**config.mk**
```make
export PLATFORM = sky130hd
export DESIGN_NAME = mem_stage_flat
export DESIGN_NICKNAME = d
export VERILOG_FILES = /design/src/rtl/mem_stage_if.sv /design/src/rtl/mem_stage.sv /design/src/flat_wrapper.sv
export SDC_FILE = /design/constraint.sdc
export NUM_CORES = 1
export LEC_CHECK = 0
export ABC_AREA = 0
export ABC_CLOCK_PERIOD_IN_PS = 5500
export BUFFER_PORTS_ARGS = -buffer_cell sky130_fd_sc_hd__buf_2
export CORE_UTILIZATION = 35
export DETAILED_ROUTE_END_ITERATION = 6
export GPL_TIMING_DRIVEN = 0
export PLACE_DENSITY_LB_ADDON = 0.2
export REMOVE_ABC_BUFFERS = 1
export SLEW_MARGIN = 25
export SYNTH_ARGS = -nofsm -noshare
export SYNTH_HDL_FRONTEND = slang
export SYNTH_SLANG_ARGS = --single-unit
```
**constraint.sdc**
```tcl
create_clock -name clk -period 5.5 [get_ports clk]
set_clock_uncertainty 0.05 [all_clocks]
set_input_delay 1.375 -clock clk [delete_from_list [all_inputs] [get_ports clk]]
set_output_delay 1.375 -clock clk [all_outputs]
set_load 0.1 [all_outputs]
```
**src/rtl/mem_stage_if.sv**
```systemverilog
// rtl/mem_stage_if.sv - execute->memory->write-back handshake and bundle signals
interface mem_stage_if;
  logic        ms_allowin;
  logic        es_to_ms_valid;
  logic [31:0] es_pc;
  logic [37:0] es_rf_collect;
  logic        es_mem_req;
  logic        es_res_from_mem;
  logic [4:0]  es_ld_op;
  logic [6:0]  es_to_ms_bus;
  logic        data_sram_data_ok;
  logic [31:0] data_sram_rdata;
  logic        ws_allowin;
  logic        wb_flush;
  logic        ms_to_ws_valid;
  logic [31:0] ms_pc;
  logic [37:0] ms_rf_collect;
  logic [6:0]  ms_to_ws_bus;
  logic [37:0] ms_fwd_collect;
  logic        ms_fwd_blocked;
  logic        ms_exc;

  // Drives the stage: execute, data SRAM and write-back side
  modport master (
    input  ms_allowin, ms_to_ws_valid, ms_pc, ms_rf_collect, ms_to_ws_bus,
           ms_fwd_collect, ms_fwd_blocked, ms_exc,
    output es_to_ms_valid, es_pc, es_rf_collect, es_mem_req, es_res_from_mem,
           es_ld_op, es_to_ms_bus, data_sram_data_ok, data_sram_rdata,
           ws_allowin, wb_flush
  );

  // The memory stage itself
  modport slave (
    output ms_allowin, ms_to_ws_valid, ms_pc, ms_rf_collect, ms_to_ws_bus,
           ms_fwd_collect, ms_fwd_blocked, ms_exc,
    input  es_to_ms_valid, es_pc, es_rf_collect, es_mem_req, es_res_from_mem,
           es_ld_op, es_to_ms_bus, data_sram_data_ok, data_sram_rdata,
           ws_allowin, wb_flush
  );
endinterface

```
**src/rtl/mem_stage.sv**
```systemverilog
// rtl/mem_stage.sv - memory-access pipeline stage with load alignment and flush discard
module mem_stage (
  input  logic        clk,
  input  logic        resetn,
  mem_stage_if.slave  io
);

  logic        ms_valid;
  logic [31:0] pc_q;
  logic [37:0] rf_q;
  logic        mem_req_q;
  logic        res_from_mem_q;
  logic [4:0]  ld_op_q;
  logic [6:0]  exc_q;
  logic        buf_valid;
  logic [31:0] buf_data;
  logic [1:0]  discard_cnt;

  logic        resp_live;
  logic        got_data;
  logic        ready_go;
  logic        allowin;
  logic        accept;
  logic [1:0]  inc;
  logic        dec;
  logic [31:0] ld_word;
  logic [7:0]  ld_byte;
  logic [15:0] ld_half;
  logic [31:0] ld_data;
  logic [31:0] wdata;

  // A response only belongs to the current instruction once all stale ones are drained
  assign resp_live = io.data_sram_data_ok & (discard_cnt == 2'd0);
  assign got_data  = buf_valid | resp_live;
  assign ready_go  = ~mem_req_q | got_data;
  assign allowin   = ~ms_valid | (ready_go & io.ws_allowin);
  assign accept    = allowin & io.es_to_ms_valid;

  // Requests in flight that a flush orphans: the held one and one entering this cycle
  assign inc = {1'b0, ms_valid & mem_req_q & ~got_data}
             + {1'b0, io.es_to_ms_valid & io.es_mem_req & allowin};
  assign dec = io.data_sram_data_ok & (discard_cnt != 2'd0);

  assign ld_word = buf_valid ? buf_data : io.data_sram_rdata;
  assign ld_half = rf_q[1] ? ld_word[31:16] : ld_word[15:0];

  // Byte lane select from the low address bits
  always_comb begin
    ld_byte = ld_word[7:0];
    case (rf_q[1:0])
      2'd1:    ld_byte = ld_word[15:8];
      2'd2:    ld_byte = ld_word[23:16];
      2'd3:    ld_byte = ld_word[31:24];
      default: ld_byte = ld_word[7:0];
    endcase
  end

  // Extend the selected lane according to the one-hot load type {w, h, hu, b, bu}
  always_comb begin
    ld_data = 32'd0;
    if (ld_op_q[4])      ld_data = ld_word;
    else if (ld_op_q[3]) ld_data = {{16{ld_half[15]}}, ld_half};
    else if (ld_op_q[2]) ld_data = {16'd0, ld_half};
    else if (ld_op_q[1]) ld_data = {{24{ld_byte[7]}}, ld_byte};
    else if (ld_op_q[0]) ld_data = {24'd0, ld_byte};
  end

  assign wdata = res_from_mem_q ? ld_data : rf_q[31:0];

  assign io.ms_allowin     = allowin;
  assign io.ms_to_ws_valid = ms_valid & ready_go & ~io.wb_flush;
  assign io.ms_pc          = pc_q;
  assign io.ms_rf_collect  = {rf_q[37:32], wdata};
  assign io.ms_to_ws_bus   = exc_q;
  assign io.ms_fwd_collect = {rf_q[37] & ms_valid, rf_q[36:32], wdata};
  assign io.ms_fwd_blocked = ms_valid & res_from_mem_q & ~got_data;
  assign io.ms_exc         = ms_valid & (|exc_q);

  // Valid bit, response buffer and stale-response counter
  always_ff @(posedge clk or negedge resetn) begin
    if (!resetn) begin
      ms_valid    <= 1'b0;
      buf_valid   <= 1'b0;
      buf_data    <= 32'd0;
      discard_cnt <= 2'd0;
    end else begin
      if (io.wb_flush) begin
        ms_valid  <= 1'b0;
        buf_valid <= 1'b0;
      end else if (allowin) begin
        ms_valid  <= io.es_to_ms_valid;
        buf_valid <= 1'b0;
      end else if (resp_live & ms_valid & mem_req_q & ~buf_valid & ~io.ws_allowin) begin
        buf_valid <= 1'b1;
        buf_data  <= io.data_sram_rdata;
      end
      if (io.wb_flush) discard_cnt <= discard_cnt + inc - {1'b0, dec};
      else             discard_cnt <= discard_cnt - {1'b0, dec};
    end
  end

  // Capture the instruction offered by execute
  always_ff @(posedge clk or negedge resetn) begin
    if (!resetn) begin
      pc_q           <= 32'd0;
      rf_q           <= 38'd0;
      mem_req_q      <= 1'b0;
      res_from_mem_q <= 1'b0;
      ld_op_q        <= 5'd0;
      exc_q          <= 7'd0;
    end else if (accept) begin
      pc_q           <= io.es_pc;
      rf_q           <= io.es_rf_collect;
      mem_req_q      <= io.es_mem_req;
      res_from_mem_q <= io.es_res_from_mem;
      ld_op_q        <= io.es_ld_op;
      exc_q          <= io.es_to_ms_bus;
    end
  end

endmodule
```
**src/flat_wrapper.sv**
```systemverilog
// flat-port wrapper written by rule: the top's interface ports become plain ports
module mem_stage_flat 
  (clk, resetn, io_ms_allowin, io_ms_to_ws_valid, io_ms_pc, io_ms_rf_collect, io_ms_to_ws_bus, io_ms_fwd_collect, io_ms_fwd_blocked, io_ms_exc, io_es_to_ms_valid, io_es_pc, io_es_rf_collect, io_es_mem_req, io_es_res_from_mem, io_es_ld_op, io_es_to_ms_bus, io_data_sram_data_ok, io_data_sram_rdata, io_ws_allowin, io_wb_flush);
  mem_stage_if io_i ();
  input  logic clk;
  input  logic resetn;
  output wire logic [$bits(io_i.ms_allowin)-1:0] io_ms_allowin;
  output wire logic [$bits(io_i.ms_to_ws_valid)-1:0] io_ms_to_ws_valid;
  output wire logic [$bits(io_i.ms_pc)-1:0] io_ms_pc;
  output wire logic [$bits(io_i.ms_rf_collect)-1:0] io_ms_rf_collect;
  output wire logic [$bits(io_i.ms_to_ws_bus)-1:0] io_ms_to_ws_bus;
  output wire logic [$bits(io_i.ms_fwd_collect)-1:0] io_ms_fwd_collect;
  output wire logic [$bits(io_i.ms_fwd_blocked)-1:0] io_ms_fwd_blocked;
  output wire logic [$bits(io_i.ms_exc)-1:0] io_ms_exc;
  input wire logic [$bits(io_i.es_to_ms_valid)-1:0] io_es_to_ms_valid;
  input wire logic [$bits(io_i.es_pc)-1:0] io_es_pc;
  input wire logic [$bits(io_i.es_rf_collect)-1:0] io_es_rf_collect;
  input wire logic [$bits(io_i.es_mem_req)-1:0] io_es_mem_req;
  input wire logic [$bits(io_i.es_res_from_mem)-1:0] io_es_res_from_mem;
  input wire logic [$bits(io_i.es_ld_op)-1:0] io_es_ld_op;
  input wire logic [$bits(io_i.es_to_ms_bus)-1:0] io_es_to_ms_bus;
  input wire logic [$bits(io_i.data_sram_data_ok)-1:0] io_data_sram_data_ok;
  input wire logic [$bits(io_i.data_sram_rdata)-1:0] io_data_sram_rdata;
  input wire logic [$bits(io_i.ws_allowin)-1:0] io_ws_allowin;
  input wire logic [$bits(io_i.wb_flush)-1:0] io_wb_flush;
  assign io_ms_allowin = io_i.ms_allowin;
  assign io_ms_to_ws_valid = io_i.ms_to_ws_valid;
  assign io_ms_pc = io_i.ms_pc;
  assign io_ms_rf_collect = io_i.ms_rf_collect;
  assign io_ms_to_ws_bus = io_i.ms_to_ws_bus;
  assign io_ms_fwd_collect = io_i.ms_fwd_collect;
  assign io_ms_fwd_blocked = io_i.ms_fwd_blocked;
  assign io_ms_exc = io_i.ms_exc;
  assign io_i.es_to_ms_valid = io_es_to_ms_valid;
  assign io_i.es_pc = io_es_pc;
  assign io_i.es_rf_collect = io_es_rf_collect;
  assign io_i.es_mem_req = io_es_mem_req;
  assign io_i.es_res_from_mem = io_es_res_from_mem;
  assign io_i.es_ld_op = io_es_ld_op;
  assign io_i.es_to_ms_bus = io_es_to_ms_bus;
  assign io_i.data_sram_data_ok = io_data_sram_data_ok;
  assign io_i.data_sram_rdata = io_data_sram_rdata;
  assign io_i.ws_allowin = io_ws_allowin;
  assign io_i.wb_flush = io_wb_flush;
  mem_stage u_core (.clk(clk), .resetn(resetn), .io(io_i));
endmodule
```
==> results of run 1 <==
==> sequential cells by signal (all words and copies together) (netlist names) <==
name and count:
u_core.res_from_mem_q 1, u_core.io.ms_pc 32, u_core.io.ms_to_ws_bus 7, u_core.rf_q 38, u_core.ms_valid 1, u_core.buf_valid 1, u_core.ld_op_q 5, u_core.mem_req_q 1
u_core.buf_data 32, u_core.discard_cnt 2
==> routing by layer <==
layer | global-route usage | wire length (um) | vias up
met4 | 0.0685 | 332 | 0
li1 | - | - | 2209
met1 | 0.233 | 7260 | 2380
met5 | 0 | 0 | -
met2 | 0.318 | 8680 | 165
met3 | 0.0522 | 912 | 27
==> power by group through the flow <==
stage,Combinational [mW],Sequential (mW),Clock (mW)
6_report,2.24,1.20,1.15
5_1_grt,2.32,1.22,1.22
4_1_cts,2.25,1.19,1.18
3_5_place_dp,2.25,1.21,0
3_3_place_gp,2.22,1.20,0
2_1_floorplan,1.42,1.62,0
==> kinds of logic (layout without fill, tap and decap cells) <==
family | count (synthesis) | after routing | synth area share
multiplexers | 151 | 151 | 0.269
flip-flops | 120 | 120 | 0.478
AO/OA/AOI/OAI | 83 | 83 | 0.0975
buffers and inverters | 80 | 287 | 0.0889
AND/OR/NAND/NOR | 69 | 69 | 0.0558
adder cells (fa/ha/maj) | 3 | 3 | 0.00718
XOR/XNOR | 2 | 2 | 0.00279
other | 0 | 1 | 0
==> worst paths after layout <==
| path | start | end | cells after the start |
|---|---|---|---|
| max in group asynchronous | resetn | u_core.buf_valid | 2 |
| hold reg to reg | u_core.buf_data[5] | u_core.buf_data[5] | 1 |
| setup / recovery | u_core.res_from_mem_q | io_ms_fwd_collect[30] | 5 |
| setup reg to reg | u_core.buf_valid | u_core.discard_cnt[1] | 9 |
| hold / removal | u_core.buf_data[5] | u_core.buf_data[5] | 1 |
| min in group asynchronous | resetn | u_core.io.ms_pc[4] | 1 |
==> cells in the final DEF, fill, tap and decap left out, types with 4 or more instances in the layout <==
master / n
sky130_fd_sc_hd__mux2i_1: 19
sky130_fd_sc_hd__o22ai_1: 7
sky130_fd_sc_hd__buf_8: 4
sky130_fd_sc_hd__mux2_1: 42
sky130_fd_sc_hd__clkinv_4: 4
sky130_fd_sc_hd__dfrtp_1: 118
sky130_fd_sc_hd__buf_2: 239
sky130_fd_sc_hd__o2111ai_1: 13
sky130_fd_sc_hd__nand2_1: 33
sky130_fd_sc_hd__o21ai_0: 7
sky130_fd_sc_hd__clkbuf_16: 17
sky130_fd_sc_hd__a21oi_1: 12
sky130_fd_sc_hd__mux2_2: 88
sky130_fd_sc_hd__nand2b_1: 4
sky130_fd_sc_hd__nor2_1: 12
sky130_fd_sc_hd__buf_16: 5
sky130_fd_sc_hd__o211ai_1: 21
sky130_fd_sc_hd__a22oi_1: 7
sky130_fd_sc_hd__inv_1: 4
==> cell type report <==
type	instances	area, um^2	share of cell area
diodes	1	2.50	0.000310
clock buffers	18	439	0.0544
clock inverters	14	173	0.0214
repair buffers	249	1410	0.174
flip-flops and latches	120	3010	0.372
repair inverters	1	5.00	0.000620
well taps	225	282	0.0349
inverters	5	22.5	0.00279
multi-input cells	308	2740	0.339
==> metrics by stage <==
step / util / TNS, ns / total power [mW] / cells / setup WS (ns)
2_1_floorplan: - / -41.41 / 3.04 / 433 / -2.37
3_3_place_gp: 0.415 / -62.76 / 3.41 / 898 / -1.58
3_5_place_dp: 0.427 / 0 / 3.46 / 907 / 0.374
4_1_cts: 0.463 / 0 / 4.63 / 939 / 0.330
5_1_grt: 0.463 / 0 / 4.77 / 940 / 0.187
6_report: 0.464 / 0 / 4.59 / 941 / 0.396
==> repair_timing <==
| action | CTS | global route |
|---|---|---|
| endpoints found under the hold margin | 0 | 0 |
| gates cloned | 0 | 1 |
| gates resized for setup | 1 | 1 |
| endpoints found under the setup margin | 4 | 48 |
==> impl_metrics.prom, run 1 <==
# TYPE chip_impl_metric gauge
chip_impl_metric{name="drt-initial-drc-count",unit=""} 196
chip_impl_metric{name="stdcell_area",unit="um^2"} 8070
chip_impl_metric{name="report.final.hold_viol_count",unit=""} 0
chip_impl_metric{name="synthesis.area",unit="um^2"} 6280
chip_impl_metric{name="dpl-instance-area",unit="um^2"} 7440
chip_impl_metric{name="routed-via-count",unit=""} 4781
chip_impl_info{name="synthDominantAreaCellType",value="sky130_fd_sc_hd__dfrtp_1"} 1
chip_impl_metric{name="synthesis.instances",unit=""} 508
chip_impl_metric{name="worst-slew-pin-transition",unit="ns"} 0.998
chip_impl_metric{name="critical_path.max_stage_delay",unit="ns"} 0.89
chip_impl_info{name="setup.worst_path.class",value="flip-flop to primary output"} 1
chip_impl_info{name="synth_top_flop_cell",value="sky130_fd_sc_hd__dfrtp_1"} 1
chip_impl_metric{name="switching_share",unit=""} 0.520
chip_impl_metric{name="power_per_cell_area",unit="nW/um^2"} 569
chip_impl_metric{name="filler_cell_count",unit=""} 1651
chip_impl_metric{name="clkLatencyLatePin",unit="ns"} 0.41
chip_impl_info{name="tritoncts_clock_tree",value="done"} 1
chip_impl_metric{name="numCtsBuffers",unit=""} 17
chip_impl_metric{name="antenna_found_initial",unit=""} 0
chip_impl_metric{name="critical_path_required",unit="ns"} 4.07
chip_impl_metric{name="antenna_left",unit=""} 0
chip_impl_metric{name="grt_overflow_total",unit=""} 0
chip_impl_metric{name="synth.avg_cell_area",unit="um^2"} 12.4
chip_impl_info{name="synth_top_cells_by_count",value="sky130_fd_sc_hd__dfrtp_1 (120), sky130_fd_sc_hd__mux2_2 (88), sky130_fd_sc_hd__buf_4 (44)"} 1
chip_impl_metric{name="power.switching",unit="mW"} 2.39
chip_impl_info{name="post-synth-top-count-cell",value="sky130_fd_sc_hd__dfrtp_1"} 1
chip_impl_metric{name="crit_arrival",unit="ns"} 3.68
chip_impl_metric{name="htreeDepth",unit=""} 4
chip_impl_metric{name="synth_sequential_area_ratio",unit=""} 0.478
chip_impl_metric{name="gp_routability_congestion",unit=""} 0.832
chip_impl_metric{name="power.leakage",unit="nW"} 3.78
chip_impl_metric{name="grt_start_max_net_pins",unit=""} 65
chip_impl_metric{name="fraction_of_layout_cells_with_a_size_suffix_above_1",unit=""} 0.541
chip_impl_metric{name="first_global_vias",unit=""} 4876
chip_impl_metric{name="critical_path_buf_inv_count",unit=""} 2
chip_impl_metric{name="grt_first_pass_wirelength",unit="mm"} 26.2
chip_impl_metric{name="power.share.sequential",unit=""} 0.260
chip_impl_metric{name="timing.final.max_slew_violations",unit=""} 0
chip_impl_metric{name="finalWirelength",unit="mm"} 17.2
chip_impl_metric{name="maxSlewHeadroom",unit=""} 0.333
chip_impl_info{name="path_cells",value="clkinvlp_4, nor2_1, nand3_2, a41oi_1, buf_2"} 1
chip_impl_metric{name="power.share.combinational",unit=""} 0.488
chip_impl_metric{name="post_synthesis_cell_type_count",unit=""} 52
chip_impl_metric{name="num_io_pins",unit=""} 241
chip_impl_metric{name="clkTransAtPathRegs",unit="ns"} 0.06
chip_impl_metric{name="die_h",unit="um"} 136
chip_impl_metric{name="grt_usage",unit=""} 0.190
chip_impl_metric{name="synth.top_cell.area_share",unit=""} 0.478
chip_impl_info{name="critical-path-slowest-cell",value="sky130_fd_sc_hd__dfrtp_1"} 1
chip_impl_metric{name="row_count",unit=""} 48
chip_impl_info{name="crit_path_start_kind",value="flip-flop"} 1
chip_impl_metric{name="dieWidth",unit="um"} 136
chip_impl_metric{name="floorplan.core_area",unit="um^2"} 17400
chip_impl_metric{name="synth_edf_count",unit=""} 0
chip_impl_metric{name="yosysWarningCount",unit=""} 0
chip_impl_metric{name="register_bit_count_reported_by_yosys",unit=""} 120
chip_impl_metric{name="drt-vias-per-instance",unit=""} 5.08
chip_impl_metric{name="cts_hold_buffers",unit=""} 0
chip_impl_metric{name="min_period",unit="ns"} 5.10
chip_impl_metric{name="clock_power_share",unit=""} 0.251
chip_impl_metric{name="initial_core_util",unit=""} 0.360
chip_impl_metric{name="fin_nets",unit=""} 827
chip_impl_metric{name="max_cap_violations",unit=""} 0
chip_impl_info{name="run_status",value="completed"} 1
chip_impl_metric{name="length_of_the_first_detailed_routing_pass_in_iterations",unit=""} 4
chip_impl_metric{name="reg2reg_slack",unit="ns"} 2.53
chip_impl_metric{name="worst_hold_slack",unit="ns"} 0.430
chip_impl_metric{name="dp_hpwl",unit="mm"} 12.3
chip_impl_metric{name="postSynth.asyncResetShare",unit=""} 1.00
chip_impl_metric{name="maxClockFrequency",unit="MHz"} 196
chip_impl_metric{name="intPower",unit="mW"} 2.21
chip_impl_metric{name="finalSetupViolCount",unit=""} 0
chip_impl_metric{name="synthToLayoutAreaGrowth",unit="%"} 28.6
chip_impl_metric{name="cts_setup_buffers",unit=""} 0
chip_impl_info{name="netlist_top_cells_area",value="sky130_fd_sc_hd__dfrtp_1 (48%), sky130_fd_sc_hd__mux2_2 (16%), sky130_fd_sc_hd__mux2_1 (7.5%), sky130_fd_sc_hd__buf_4 (5.3%), sky130_fd_sc_hd__mux2i_1 (3.0%)"} 1
chip_impl_metric{name="detail_route.wl_per_cell",unit="um"} 18.3
chip_impl_metric{name="post-route-period-util",unit=""} 0.928
chip_impl_info{name="cell_family_with_the_largest_share_of_critical_path_delay",value="buffers and inverters"} 1
chip_impl_metric{name="die_area",unit="um^2"} 18500
chip_impl_metric{name="portBuffers",unit=""} 240
chip_impl_info{name="clock_tree.root_cell",value="sky130_fd_sc_hd__clkbuf_16"} 1
chip_impl_info{name="hp-class",value="flip-flop to flip-flop"} 1
chip_impl_metric{name="clock_sink_count",unit=""} 120
chip_impl_info{name="rsz0062_at_grt",value="false"} 1
chip_impl_metric{name="cts_max_path_buffers",unit=""} 2
chip_impl_metric{name="drt_drc_violations_left",unit=""} 0
chip_impl_metric{name="power.ir.vdd_worst",unit="V"} 0.000277
chip_impl_metric{name="path_max_fanout",unit=""} 20
chip_impl_info{name="cp-end-kind",value="primary output"} 1
Note: power is estimated with default switching activity, not from simulation.
==> run 2, diff against run 1 <==
- CAP_MARGIN: not set -> 20
- CELL_PAD_IN_SITES_DETAIL_PLACEMENT: not set -> 0
- CELL_PAD_IN_SITES_GLOBAL_PLACEMENT: not set -> 1
==> impl_metrics.prom, run 2 (synthesized netlist as in run 1, its figures left out) <==
# TYPE chip_impl_metric gauge
chip_impl_info{name="worstHoldStart",value="u_core.io.ms_pc[31]"} 1
chip_impl_metric{name="globalRouteMet2Util",unit=""} 0.321
chip_impl_metric{name="clock_power_share",unit=""} 0.259
chip_impl_metric{name="intPower",unit="mW"} 2.25
chip_impl_metric{name="worst-slew-pin-transition",unit="ns"} 1.03
chip_impl_metric{name="detail_route.wl_per_cell",unit="um"} 18.3
chip_impl_info{name="tritoncts_clock_tree",value="done"} 1
chip_impl_metric{name="grt_overflow_total",unit=""} 0
chip_impl_info{name="crit_path_start",value="io_data_sram_rdata[15]"} 1
chip_impl_metric{name="grt_start_max_net_pins",unit=""} 84
chip_impl_info{name="clock_tree.root_cell",value="sky130_fd_sc_hd__clkbuf_16"} 1
chip_impl_metric{name="power.ir.vdd_worst",unit="V"} 0.000340
chip_impl_info{name="gr-max-usage-layer",value="met2"} 1
chip_impl_metric{name="worst_hold_slack",unit="ns"} 0.429
chip_impl_metric{name="fraction_of_layout_cells_with_a_size_suffix_above_1",unit=""} 0.539
chip_impl_metric{name="path_max_fanout",unit=""} 16
chip_impl_metric{name="die_area",unit="um^2"} 18500
chip_impl_metric{name="crit_arrival",unit="ns"} 3.64
chip_impl_info{name="critical-path-slowest-cell",value="sky130_fd_sc_hd__nand3_1"} 1
chip_impl_metric{name="globalRouteMet1Util",unit=""} 0.244
chip_impl_metric{name="timing.final.max_slew_violations",unit=""} 0
chip_impl_metric{name="switching_share",unit=""} 0.514
chip_impl_metric{name="clkTransAtPathRegs",unit="ns"} 0.06
chip_impl_metric{name="power.switching",unit="mW"} 2.38
chip_impl_metric{name="antenna_found_initial",unit=""} 1
chip_impl_metric{name="maxSlewHeadroom",unit=""} 0.316
chip_impl_metric{name="drt_drc_violations_left",unit=""} 0
chip_impl_metric{name="min_period",unit="ns"} 5.07
chip_impl_metric{name="first_global_vias",unit=""} 4833
chip_impl_metric{name="floorplan.core_area",unit="um^2"} 17400
chip_impl_info{name="max_flop_register",value="u_core.rf_q"} 1
chip_impl_info{name="r2r_start",value="u_core.buf_valid"} 1
chip_impl_metric{name="power.share.sequential",unit=""} 0.258
chip_impl_metric{name="max_cap_violations",unit=""} 0
chip_impl_metric{name="critical_path_buf_inv_count",unit=""} 2
chip_impl_metric{name="cts_setup_buffers",unit=""} 0
chip_impl_metric{name="post_route_insts_no_fill",unit=""} 939
chip_impl_metric{name="dp_hpwl",unit="mm"} 12.0
chip_impl_metric{name="critical_path_required",unit="ns"} 4.07
chip_impl_metric{name="dpl.cell_count",unit=""} 906
chip_impl_metric{name="htreeDepth",unit=""} 4
chip_impl_metric{name="finalSetupViolCount",unit=""} 0
chip_impl_metric{name="fin_nets",unit=""} 826
chip_impl_metric{name="largest_register_ffs",unit=""} 38
chip_impl_metric{name="synthToLayoutAreaGrowth",unit="%"} 28.5
chip_impl_info{name="crit_path_start_kind",value="input port"} 1
chip_impl_metric{name="critical_path.max_stage_delay",unit="ns"} 0.68
chip_impl_metric{name="initial_core_util",unit=""} 0.360
chip_impl_metric{name="postLayoutCoreUtil",unit=""} 0.463
chip_impl_metric{name="power.share.combinational",unit=""} 0.483
chip_impl_info{name="cp-end-kind",value="primary output"} 1
chip_impl_info{name="rsz0062_at_grt",value="false"} 1
chip_impl_metric{name="row_count",unit=""} 48
chip_impl_metric{name="cts.repair.resized",unit=""} 2
chip_impl_metric{name="met3_usage",unit=""} 0.0444
chip_impl_metric{name="power_per_cell_area",unit="nW/um^2"} 574
chip_impl_info{name="path_cells",value="buf_2, mux2i_1, mux2i_1, nand3_1, a41oi_1, buf_2"} 1
chip_impl_metric{name="routed-via-count",unit=""} 4720
chip_impl_metric{name="portBuffers",unit=""} 240
chip_impl_metric{name="die_h",unit="um"} 136
chip_impl_metric{name="dieWidth",unit="um"} 136
chip_impl_metric{name="length_of_the_first_detailed_routing_pass_in_iterations",unit=""} 5
chip_impl_metric{name="clkLatencyLatePin",unit="ns"} 0.41
chip_impl_metric{name="placement.setup.worst_slack",unit="ns"} 0.361
chip_impl_metric{name="numCtsBuffers",unit=""} 17
chip_impl_metric{name="num_antenna_cells",unit=""} 0
chip_impl_metric{name="clock_sink_count",unit=""} 120
chip_impl_metric{name="gp_routability_congestion",unit=""} 0.759
chip_impl_metric{name="drt-vias-per-instance",unit=""} 5.03
chip_impl_metric{name="maxClockFrequency",unit="MHz"} 197
chip_impl_info{name="most_common_cell_after_layout_fill_and_taps_aside",value="sky130_fd_sc_hd__buf_2"} 1
chip_impl_metric{name="num_io_pins",unit=""} 241
chip_impl_info{name="hp-class",value="flip-flop to flip-flop"} 1
chip_impl_metric{name="finalWirelength",unit="mm"} 17.2
chip_impl_metric{name="report.final.hold_viol_count",unit=""} 0
chip_impl_metric{name="post-route-period-util",unit=""} 0.922
chip_impl_metric{name="grt_usage",unit=""} 0.193
chip_impl_info{name="most_frequent_cells_in_the_layout",value="sky130_fd_sc_hd__buf_2 (239), sky130_fd_sc_hd__dfrtp_1 (117), sky130_fd_sc_hd__mux2_2 (88)"} 1
chip_impl_metric{name="p_total",unit="mW"} 4.63
chip_impl_metric{name="postLayoutSetupSlackWorst",unit="ns"} 0.431
chip_impl_info{name="setup.worst_path.class",value="input port to primary output"} 1
chip_impl_metric{name="antenna_left",unit=""} 0
chip_impl_metric{name="cts_hold_buffers",unit=""} 0
chip_impl_info{name="run_status",value="completed"} 1
chip_impl_metric{name="power.leakage",unit="nW"} 3.78
chip_impl_metric{name="cts_max_path_buffers",unit=""} 2
chip_impl_metric{name="drt-initial-drc-count",unit=""} 206
chip_impl_metric{name="grt_first_pass_wirelength",unit="mm"} 26.4
chip_impl_info{name="cell_family_with_the_largest_share_of_critical_path_delay",value="simple AND/OR/NAND/NOR gates"} 1
## run 2: cell types whose count changed in the layout (fill, tap and decap cells not counted), sizes merged
cell    delta
clkinv     -1
bufinv     +1
buf        -1
diode      -1
## run 2: worst reg2reg max path: stages (launching register included)
cell and delay, ns:
sky130_fd_sc_hd__dfrtp_2 0.65, sky130_fd_sc_hd__nand2b_4 0.23, sky130_fd_sc_hd__o21ai_2 0.09, sky130_fd_sc_hd__a21boi_4 0.68, sky130_fd_sc_hd__buf_16 0.24, sky130_fd_sc_hd__nand2_1 0.09
sky130_fd_sc_hd__fa_1 0.41, sky130_fd_sc_hd__xor2_1 0.15, sky130_fd_sc_hd__nor2_1 0.06, sky130_fd_sc_hd__a21oi_1 0.16, sky130_fd_sc_hd__xnor2_1 0.13
## run 2: cell type report
| class | instances | area, um^2 |
|---|---|---|
| fill | 1666 | 9350 |
| inverter | 5 | 22.5 |
| clock buffer | 18 | 439 |
| multi-input combinational | 308 | 2730 |
| clock inverter | 14 | 198 |
| timing repair buffer | 248 | 1390 |
| tap | 225 | 282 |
| sequential | 120 | 3010 |
| timing repair inverter | 1 | 5.00 |
## run 2: power by group through the flow
stage	Sequential [mW]	Clock (mW)	Combinational, mW
4_1_cts	1.20	1.23	2.25
2_1_floorplan	1.62	0	1.42
5_1_grt	1.22	1.27	2.32
6_report	1.20	1.20	2.24
3_3_place_gp	1.20	0	2.22
3_5_place_dp	1.21	0	2.25
## run 2: through the flow
stage	cell area (um^2)	setup TNS, ns
finish	8070	0
global route	8070	0
CTS	8070	0
detailed placement	7420	0
global placement	7220	-66.20
floorplan	5740	-41.41
## run 2: worst paths after layout
check / end / slack [ns] / cells after the start
setup / recovery: io_ms_fwd_collect[30] / 0.43 / 6
hold / removal: u_core.io.ms_pc[31] / 0.43 / 1
setup reg to reg: u_core.discard_cnt[1] / 2.48 / 10
hold reg to reg: u_core.io.ms_pc[31] / 0.43 / 1
max in group asynchronous: u_core.buf_valid / 3.91 / 2
min in group asynchronous: u_core.rf_q[32] / 0.77 / 1
## run 2: metal layers
metal,vias to the layer above,wire length (um)
li1,2205,-
met1,2359,7310
met2,136,8820
met3,18,832
met4,2,176
met5,-,12
==> run 3, diff against run 2 <==
- GPL_TIMING_DRIVEN: 0 -> not set
==> impl_metrics.prom, run 3 (synthesized netlist as in run 1, its figures left out) <==
# TYPE chip_impl_metric gauge
chip_impl_metric{name="filler_cell_count",unit=""} 1680
chip_impl_metric{name="finalSetupViolCount",unit=""} 0
chip_impl_info{name="hp-class",value="flip-flop to flip-flop"} 1
chip_impl_metric{name="reg2reg_slack",unit="ns"} 2.56
chip_impl_metric{name="grt_first_pass_wirelength",unit="mm"} 27.0
chip_impl_metric{name="worst-slew-pin-transition",unit="ns"} 1.02
chip_impl_metric{name="max_cap_violations",unit=""} 0
chip_impl_metric{name="drt-vias-per-instance",unit=""} 5.05
chip_impl_metric{name="die_area",unit="um^2"} 18500
chip_impl_metric{name="synthToLayoutAreaGrowth",unit="%"} 27.3
chip_impl_metric{name="grt_overflow_total",unit=""} 0
chip_impl_metric{name="htreeDepth",unit=""} 4
chip_impl_metric{name="power_per_cell_area",unit="nW/um^2"} 586
chip_impl_metric{name="globalRouteMet2Util",unit=""} 0.331
chip_impl_metric{name="postLayoutSetupSlackWorst",unit="ns"} 0.831
chip_impl_metric{name="num_io_pins",unit=""} 241
chip_impl_info{name="worstHoldStart",value="u_core.io.ms_pc[16]"} 1
chip_impl_metric{name="p_total",unit="mW"} 4.68
chip_impl_metric{name="clock_sink_count",unit=""} 120
chip_impl_metric{name="antenna_found_initial",unit=""} 3
chip_impl_metric{name="antenna_left",unit=""} 0
chip_impl_metric{name="min_period",unit="ns"} 4.67
chip_impl_metric{name="met3_usage",unit=""} 0.0507
chip_impl_info{name="most_common_cell_after_layout_fill_and_taps_aside",value="sky130_fd_sc_hd__buf_2"} 1
chip_impl_metric{name="grt_usage",unit=""} 0.197
chip_impl_metric{name="initial_core_util",unit=""} 0.360
chip_impl_info{name="rsz0062_at_grt",value="false"} 1
chip_impl_info{name="crit_path_start_kind",value="flip-flop"} 1
chip_impl_metric{name="drt-initial-drc-count",unit=""} 225
chip_impl_metric{name="worst_hold_slack",unit="ns"} 0.427
chip_impl_metric{name="portBuffers",unit=""} 240
chip_impl_metric{name="power.ir.vdd_worst",unit="V"} 0.000366
chip_impl_metric{name="postLayoutCoreUtil",unit=""} 0.459
chip_impl_metric{name="globalRouteMet1Util",unit=""} 0.247
chip_impl_metric{name="dpl-instance-area",unit="um^2"} 7320
chip_impl_metric{name="numCtsBuffers",unit=""} 17
chip_impl_metric{name="critical_path_required",unit="ns"} 4.07
chip_impl_metric{name="clkLatencyLatePin",unit="ns"} 0.41
chip_impl_info{name="worst_reg2reg_path_endpoint",value="u_core.discard_cnt[1]"} 1
chip_impl_metric{name="crit_arrival",unit="ns"} 3.24
chip_impl_metric{name="cts_max_path_buffers",unit=""} 2
chip_impl_metric{name="row_count",unit=""} 48
chip_impl_info{name="tritoncts_clock_tree",value="done"} 1
chip_impl_metric{name="routed-via-count",unit=""} 4746
chip_impl_metric{name="fraction_of_layout_cells_with_a_size_suffix_above_1",unit=""} 0.533
chip_impl_metric{name="detail_route.wl_per_cell",unit="um"} 18.3
chip_impl_metric{name="r2r.worst_path.cells",unit=""} 9
chip_impl_metric{name="cts_hold_buffers",unit=""} 0
chip_impl_metric{name="grt_start_max_net_pins",unit=""} 66
chip_impl_metric{name="power.leakage",unit="nW"} 3.76
chip_impl_metric{name="cts.repair.resized",unit=""} 0
chip_impl_metric{name="stdcell_area",unit="um^2"} 7990
chip_impl_metric{name="maxSlewHeadroom",unit=""} 0.318
chip_impl_metric{name="post-route-period-util",unit=""} 0.849
chip_impl_info{name="clock_tree.root_cell",value="sky130_fd_sc_hd__clkbuf_16"} 1
chip_impl_info{name="most_frequent_cells_in_the_layout",value="sky130_fd_sc_hd__buf_2 (239), sky130_fd_sc_hd__dfrtp_1 (119), sky130_fd_sc_hd__mux2_2 (88)"} 1
chip_impl_info{name="gr-max-usage-layer",value="met2"} 1
chip_impl_info{name="run_status",value="completed"} 1
chip_impl_metric{name="drt_drc_violations_left",unit=""} 0
chip_impl_metric{name="timing.final.max_slew_violations",unit=""} 0
chip_impl_info{name="max_flop_register",value="u_core.rf_q"} 1
chip_impl_metric{name="finalWirelength",unit="mm"} 17.2
chip_impl_metric{name="clkTransAtPathRegs",unit="ns"} 0.06
chip_impl_metric{name="dp_hpwl",unit="mm"} 12.0
chip_impl_metric{name="die_h",unit="um"} 136
chip_impl_info{name="cp-end-kind",value="primary output"} 1
chip_impl_metric{name="first_global_vias",unit=""} 4877
chip_impl_metric{name="floorplan.core_area",unit="um^2"} 17400
chip_impl_metric{name="sequential_cell_area",unit="um^2"} 3000
chip_impl_metric{name="cts_setup_buffers",unit=""} 0
chip_impl_metric{name="maxClockFrequency",unit="MHz"} 214
chip_impl_info{name="setup.worst_path.class",value="flip-flop to primary output"} 1
chip_impl_metric{name="holdPathStages",unit=""} 1
chip_impl_info{name="hold-path-endpoint",value="u_core.io.ms_pc[16]"} 1
chip_impl_metric{name="fin_nets",unit=""} 825
chip_impl_metric{name="path_max_fanout",unit=""} 20
chip_impl_metric{name="multiInputGateArea",unit="um^2"} 2720
chip_impl_info{name="r2r_start",value="u_core.buf_valid"} 1
chip_impl_metric{name="gp_routability_congestion",unit=""} 0.827
chip_impl_metric{name="largest_register_ffs",unit=""} 38
chip_impl_metric{name="length_of_the_first_detailed_routing_pass_in_iterations",unit=""} 5
chip_impl_metric{name="dieWidth",unit="um"} 136
chip_impl_metric{name="placement.setup.worst_slack",unit="ns"} 0.852
chip_impl_metric{name="report.final.hold_viol_count",unit=""} 0
-- run 3: cell count changes in the layout (fill, tap and decap cells not counted), moves of 2 or more --
cell and change:
sky130_fd_sc_hd__buf_8 -4, sky130_fd_sc_hd__dfrtp_1 +2, sky130_fd_sc_hd__buf_4 +7, sky130_fd_sc_hd__buf_16 -4, sky130_fd_sc_hd__clkinv_2 -2, sky130_fd_sc_hd__diode_2 +2, sky130_fd_sc_hd__dfrtp_2 -2
-- run 3: how the worst max path moves through the flow --
stage / from / end
floorplan: io_data_sram_rdata[15] / io_ms_fwd_collect[15]
global placement: io_data_sram_rdata[7] / io_ms_fwd_collect[21]
detailed placement: io_data_sram_rdata[7] / io_ms_fwd_collect[21]
CTS: u_core.buf_valid / io_ms_fwd_collect[15]
global route: u_core.buf_valid / io_ms_fwd_collect[15]
finish: u_core.buf_valid / io_ms_rf_collect[30]
-- run 3: worst max-delay path, cell delays in order (launching register included) --
cell	delay, ns
sky130_fd_sc_hd__dfrtp_2	0.67
sky130_fd_sc_hd__buf_4	0.43
sky130_fd_sc_hd__mux2i_1	0.23
sky130_fd_sc_hd__mux2i_1	0.31
sky130_fd_sc_hd__nand3_1	0.12
sky130_fd_sc_hd__buf_4	0.23
sky130_fd_sc_hd__a41oi_1	0.34
sky130_fd_sc_hd__buf_2	0.50
-- run 3: power breakdown --
group          internal (mW)  leakage (nW)  switching [mW]
registers               1.07          1.46           0.121
clock network          0.834         0.320           0.423
logic                  0.406          1.98            1.83
total                   2.30          3.76            2.38
-- run 3: through the flow --
stage,std cells,TNS [ns]
2_1_floorplan,433,-41.41
3_3_place_gp,906,0
3_5_place_dp,906,0
5_1_grt,940,0
4_1_cts,938,0
6_report,940,0
-- run 3: layout make-up --
class	instances	share of cell area
clock buffer	19	0.0567
inverter	5	0.00235
timing repair buffer	248	0.161
antenna	2	0.000626
tap	225	0.0352
sequential	120	0.376
clock inverter	13	0.0272
multi-input combinational	308	0.341
-- run 3: layer usage --
metal,vias up,wire length [um]
li1,2209,-
met1,2386,7270
met2,138,8810
met3,11,987
met4,2,148
met5,-,10
